**src/rtl/binary_map_arbiter_pkg.sv**
```systemverilog
// Shared definitions for the binary-map SRAM arbiter: FSM encoding, idle SRAM
// command values, default geometry and the saturating wait-counter helper.
package binary_map_arbiter_pkg;

    localparam int DIMEN_DEF  = 1024;
    localparam int ADDR_W_DEF = 17;
    localparam int DATA_W_DEF = 16;

    typedef enum logic [1:0] {
        ST_IDLE   = 2'd0,
        ST_GNT_RD = 2'd1,
        ST_GNT_WR = 2'd2,
        ST_TURN   = 2'd3
    } arb_state_e;

    localparam logic IDLE_CEN = 1'b1;
    localparam logic IDLE_WEN = 1'b1;
    localparam logic IDLE_REN = 1'b0;

    localparam logic [15:0] WAIT_MAX = 16'hFFFF;

    function automatic logic [15:0] sat_inc16(input logic [15:0] v);
        logic [15:0] r;
        if (v == WAIT_MAX) begin
            r = v;
        end else begin
            r = v + 16'd1;
        end
        return r;
    endfunction

endpackage

```
**src/rtl/binary_map_arbiter.sv**
```systemverilog
// Two-requester arbiter for the binary-map SRAM: token finder (reads) versus
// map builder (writes), burst-level grants with round robin on collisions.
module binary_map_arbiter
    import binary_map_arbiter_pkg::*;
#(
    parameter int DIMEN  = DIMEN_DEF,
    parameter int ADDR_W = ADDR_W_DEF,
    parameter int DATA_W = DATA_W_DEF
) (
    input  logic              CLK,
    input  logic              RESET,
    input  logic              EN,
    input  logic              rd_req,
    input  logic              wr_req,
    input  logic              rd_cen,
    input  logic              rd_wen,
    input  logic              rd_ren,
    input  logic [ADDR_W-1:0] rd_addr,
    input  logic              wr_cen,
    input  logic              wr_wen,
    input  logic              wr_ren,
    input  logic [ADDR_W-1:0] wr_addr,
    input  logic [DATA_W-1:0] wr_data,
    output logic              rd_gnt,
    output logic              wr_gnt,
    output logic              mem_cen,
    output logic              mem_wen,
    output logic              mem_ren,
    output logic [ADDR_W-1:0] mem_addr,
    output logic [DATA_W-1:0] mem_wdata,
    input  logic [DATA_W-1:0] mem_q,
    output logic [DATA_W-1:0] rd_data,
    output logic              rd_valid,
    output logic [15:0]       wait_cnt
);

    arb_state_e  state_q;
    logic        rd_gnt_q;
    logic        wr_gnt_q;
    logic        rr_wr_q;      // 1: map builder wins the next collision
    logic        ready_q;      // holds off arbitration for the first edge after reset
    logic        rd_valid_q;
    logic [15:0] wait_cnt_q;
    logic [15:0] wait_cnt_d;
    logic        rd_issue_s;
    logic        wait_inc_s;

    // Arbitration FSM with registered one-hot grants.
    always_ff @(posedge CLK or negedge RESET) begin
        if (!RESET) begin
            state_q  <= ST_IDLE;
            rd_gnt_q <= 1'b0;
            wr_gnt_q <= 1'b0;
            rr_wr_q  <= 1'b0;
            ready_q  <= 1'b0;
        end else begin
            ready_q <= 1'b1;
            case (state_q)
                ST_IDLE: begin
                    if (EN && ready_q && (rd_req || wr_req)) begin
                        if (rd_req && (!wr_req || !rr_wr_q)) begin
                            state_q  <= ST_GNT_RD;
                            rd_gnt_q <= 1'b1;
                            wr_gnt_q <= 1'b0;
                            rr_wr_q  <= 1'b1;
                        end else begin
                            state_q  <= ST_GNT_WR;
                            rd_gnt_q <= 1'b0;
                            wr_gnt_q <= 1'b1;
                            rr_wr_q  <= 1'b0;
                        end
                    end else begin
                        state_q  <= ST_IDLE;
                        rd_gnt_q <= 1'b0;
                        wr_gnt_q <= 1'b0;
                    end
                end
                ST_GNT_RD: begin
                    if (!rd_req) begin
                        state_q  <= ST_TURN;
                        rd_gnt_q <= 1'b0;
                    end else begin
                        state_q  <= ST_GNT_RD;
                        rd_gnt_q <= 1'b1;
                    end
                    wr_gnt_q <= 1'b0;
                end
                ST_GNT_WR: begin
                    if (!wr_req) begin
                        state_q  <= ST_TURN;
                        wr_gnt_q <= 1'b0;
                    end else begin
                        state_q  <= ST_GNT_WR;
                        wr_gnt_q <= 1'b1;
                    end
                    rd_gnt_q <= 1'b0;
                end
                ST_TURN: begin
                    state_q  <= ST_IDLE;
                    rd_gnt_q <= 1'b0;
                    wr_gnt_q <= 1'b0;
                end
                default: begin
                    state_q  <= ST_IDLE;
                    rd_gnt_q <= 1'b0;
                    wr_gnt_q <= 1'b0;
                end
            endcase
        end
    end

    // SRAM command mux: owner passes straight through, otherwise idle command.
    always_comb begin
        mem_cen   = IDLE_CEN;
        mem_wen   = IDLE_WEN;
        mem_ren   = IDLE_REN;
        mem_addr  = {ADDR_W{1'b0}};
        mem_wdata = {DATA_W{1'b0}};
        if (rd_gnt_q) begin
            mem_cen  = rd_cen;
            mem_wen  = rd_wen;
            mem_ren  = rd_ren;
            mem_addr = rd_addr;
        end else if (wr_gnt_q) begin
            mem_cen   = wr_cen;
            mem_wen   = wr_wen;
            mem_ren   = wr_ren;
            mem_addr  = wr_addr;
            mem_wdata = wr_data;
        end else begin
            mem_cen = IDLE_CEN;
        end
    end

    // Wait accounting only while the SRAM is owned or handing over.
    always_comb begin
        rd_issue_s = rd_gnt_q && !mem_cen && mem_ren;
        wait_inc_s = (state_q != ST_IDLE) &&
                     ((rd_req && !rd_gnt_q) || (wr_req && !wr_gnt_q));
        if (wait_inc_s) begin
            wait_cnt_d = sat_inc16(wait_cnt_q);
        end else begin
            wait_cnt_d = wait_cnt_q;
        end
    end

    // Read-valid strobe and wait counter.
    always_ff @(posedge CLK or negedge RESET) begin
        if (!RESET) begin
            rd_valid_q <= 1'b0;
            wait_cnt_q <= 16'd0;
        end else begin
            rd_valid_q <= rd_issue_s;
            wait_cnt_q <= wait_cnt_d;
        end
    end

    assign rd_gnt   = rd_gnt_q;
    assign wr_gnt   = wr_gnt_q;
    assign rd_valid = rd_valid_q;
    assign rd_data  = mem_q;
    assign wait_cnt = wait_cnt_q;

endmodule

```
**config.mk**
```make
export PLATFORM = sky130hd
export DESIGN_NAME = binary_map_arbiter
export DESIGN_NICKNAME = d
export VERILOG_FILES = /design/src/rtl/binary_map_arbiter_pkg.sv /design/src/rtl/binary_map_arbiter.sv
export SDC_FILE = /design/constraint.sdc
export NUM_CORES = 1
export LEC_CHECK = 0
export BUFFER_PORTS_ARGS = -buffer_cell sky130_fd_sc_hd__buf_4
export CORE_MARGIN = 4
export CORE_UTILIZATION = 34
export CTS_BUF_LIST = sky130_fd_sc_hd__clkbuf_2
export CTS_CLUSTER_DIAMETER = 120
export CTS_CLUSTER_SIZE = 14
export DETAILED_ROUTE_END_ITERATION = 7
export PLACE_DENSITY_LB_ADDON = 0.25
export SLEW_MARGIN = 10
export SYNTH_ARGS = -nofsm -noshare
export SYNTH_HDL_FRONTEND = slang
export SYNTH_SLANG_ARGS = --single-unit
```
**constraint.sdc**
```tcl
create_clock -name CLK -period 1.6 [get_ports CLK]
set_input_delay 0.24 -clock CLK [delete_from_list [all_inputs] [get_ports CLK]]
set_output_delay 0.24 -clock CLK [all_outputs]
set_load 0.05 [all_outputs]
```
==> flow_metrics.env <==
export IMPL_status="finished with violations"
export IMPL_violations="setup timing"
export IMPL_grt_usage=0.1906
export IMPL_power_per_cell_area_nw_per_um2=1384
export IMPL_synth_nets=245
export IMPL_root_buffer="clkbuf_2"
export IMPL_place_port_buffers=115
export IMPL_final_common_cell="buf_4"
export IMPL_clock_sinks=23
export IMPL_required_ps=1360
export IMPL_setup_violations_final=37
export IMPL_hold_violations=0
export IMPL_yosysSeqAreaShare=0.3654
export IMPL_synth_cell_type_count=40
export IMPL_clockBufferDepth=2
export IMPL_drt_total_wl_mm=6.287
export IMPL_post_route_util=0.7307
export IMPL_drive_gt1_frac=0.7793
export IMPL_clock_skew_ps=7.835
export IMPL_drt_initial_drc_count=59
export IMPL_io_pins=148
export IMPL_die_h_um=76.07
export IMPL_areaGrowthSynthToFinish_pct=104.8
export IMPL_num_fill_cells=312
export IMPL_antenna_cells=0
export IMPL_h_tree_depth=1
export IMPL_synth_warnings=0
export IMPL_ant_nets=0
export IMPL_avgSynthCellArea_um2=9.433
export IMPL_gr_total_overflow=0
export IMPL_core_area_um2=4414
export IMPL_start_kind="flip-flop"
export IMPL_synth_async_reset_ratio=1.000
export IMPL_drc=0
export IMPL_path_class="reg2out"
export IMPL_period_share=1.098
export IMPL_peakVddDrop_mv=1.263
export IMPL_drv_slew=0
export IMPL_place_worst_setup_slack_ps=-58.35
export IMPL_postLayoutSetupSlackWorst_ps=-157.5
export IMPL_path_clk_slew_ps=220
export IMPL_antenna_found_initial=0
export IMPL_min_period_ps=1757
export IMPL_die_area_um2=5786
export IMPL_first_pass_iters=4
export IMPL_syn_inst=167
export IMPL_wl_per_cell_um=18.38
export IMPL_clk_latency_ps=340
export IMPL_min_path_type="in2reg"
export IMPL_grt_pass1_vias=1789
export IMPL_post_dp_hpwl_mm=4.451
export IMPL_rsz0062_at_grt="yes"
export IMPL_synth_edff_count=0
export IMPL_worstPathArrival_ps=1520
export IMPL_ys_ff_latch=23
export IMPL_start_util=0.3569
export IMPL_grt_pass1_wl_mm=9.190
export IMPL_fp_dieW_um=76.07
export IMPL_gp_congestion=0.7539
export IMPL_num_vias=1775
export IMPL_vias_per_cell=5.190
export IMPL_cts_buffers=3
export IMPL_maxCapViolCount=0
export IMPL_grt_max_degree=35
export IMPL_final_nets=369
export IMPL_layout_common_cells="104 x buf_4, 21 x buf_8, 18 x dfrtp_2"
export IMPL_cp_end_kind="output port"
export IMPL_power_total_mw=4.465
export IMPL_p_leak_nw=1.615
export IMPL_cts_tree="yes"
export IMPL_synth_flop_cell="dfrtp_1"
export IMPL_num_rows=24
export IMPL_cp_max_fo=34
export IMPL_fmax_mhz=569.0
export IMPL_syn_area_um2=1575
[cell families (layout without fill, tap and decap cells)]
| kind of cell | after synthesis | in the layout | share of synthesized area |
|---|---|---|---|
| xor gates and xnor gates | 15 | 15 | 0.08340 |
| buffers and inverters | 30 | 152 | 0.1112 |
| DFF | 23 | 23 | 0.3654 |
| adders and majority gates | 1 | 1 | 0.007942 |
| AOI/OAI and AO/OA | 34 | 35 | 0.1724 |
| and+or+nand+nor | 62 | 62 | 0.2478 |
| other | 1 | 1 | 0.002381 |
| muxes | 1 | 1 | 0.009529 |
[routing by layer]
metal,share of wire,vias to the layer above,GRT usage
met5,0,-,0
met2,0.55,83,0.3553
met1,0.36,847,0.2103
li1,-,827,-
met3,0.072,18,0.04374
met4,0.016,0,0.06119
[path summary, 6_finish.rpt]
path                       depth (start not counted)  slack, ps          from           end
min in group asynchronous                          2        290         RESET   wait_cnt[4]
min reg2reg                                        1        500  wait_cnt[15]  wait_cnt[15]
max                                                4       -160        rd_gnt   mem_addr[1]
min                                                2        150        rd_ren      rd_valid
max in group asynchronous                          2       1050         RESET   wait_cnt[8]
max reg2reg                                        6        -70        rd_gnt  wait_cnt[13]
[repair_timing]
action / CTS / global route
hold buffers: 1 / 0
buffers inserted: 1 / 5
hold endpoints to repair: 23 / 0
gates cloned: 0 / 1
gates resized for setup: 61 / 24
pin swaps: 2 / 6
endpoints found under the setup margin: 41 / 50
[registers in the layout (all words and copies together) (netlist names)]
register / cells
rd_valid: 1
state_q: 2
ready_q: 1
rr_wr_q: 1
wait_cnt: 16
rd_gnt: 1
wr_gnt: 1
[power by group]
group | switching [mW] | total (mW) | leakage (nW) | internal [mW]
clock | 0.177 | 0.243 | 0.0166 | 0.0661
combinational | 1.87 | 3.25 | 1.32 | 1.38
sequential | 0.227 | 0.968 | 0.274 | 0.740
total | 2.28 | 4.47 | 1.62 | 2.19
[synthesized netlist by cell type, types with 2 or more instances]
cell / number / area share
buf_4: 16 / 0.076
buf_2: 2 / 0.0064
xnor2_1: 2 / 0.011
nor2_1: 5 / 0.012
a21oi_1: 5 / 0.016
inv_1: 5 / 0.012
a22o_1: 18 / 0.10
or3_1: 2 / 0.0079
nand3_1: 4 / 0.013
nor3_1: 7 / 0.022
nor3b_1: 2 / 0.0095
nor4_1: 5 / 0.020
nor2b_1: 3 / 0.012
a311oi_1: 2 / 0.011
a221oi_1: 2 / 0.011
and2_1: 16 / 0.064
o211a_1: 2 / 0.013
xor2_1: 13 / 0.072
dfrtp_1: 23 / 0.37
nand2_1: 7 / 0.017
clkbuf_1: 7 / 0.017
[worst max-delay path, stage by stage (launching register included)]
cell and delay, ps:
dfrtp_2 490, nor2b_4 130, buf_12 210, a22o_2 180
buf_6 160
[per-stage QoR]
step / instances / hold slack (ps) / instance area, um2 / setup TNS, ps
4_1_cts: 336 / 112.6 / 3044 / -5712
3_5_place_dp: 330 / 155.7 / 2765 / -191.0
3_3_place_gp: 330 / 149.7 / 2765 / -127.5
2_1_floorplan: 167 / -55.59 / 1829 / -141.8
6_report: 342 / 145.7 / 3226 / -4755
5_1_grt: 342 / 121.5 / 3226 / -8413
[cell type report]
class,instances,area (um2),share of cell area
Clock buffer,4,20.02,0.006206
Inverter,5,18.77,0.005818
Multi-Input combinational cell,115,1217,0.3774
Sequential cell,23,598.1,0.1854
Tap cell,52,65.06,0.02017
Timing Repair Buffer,143,1306,0.4050
Power figures use the tool's default switching activity.
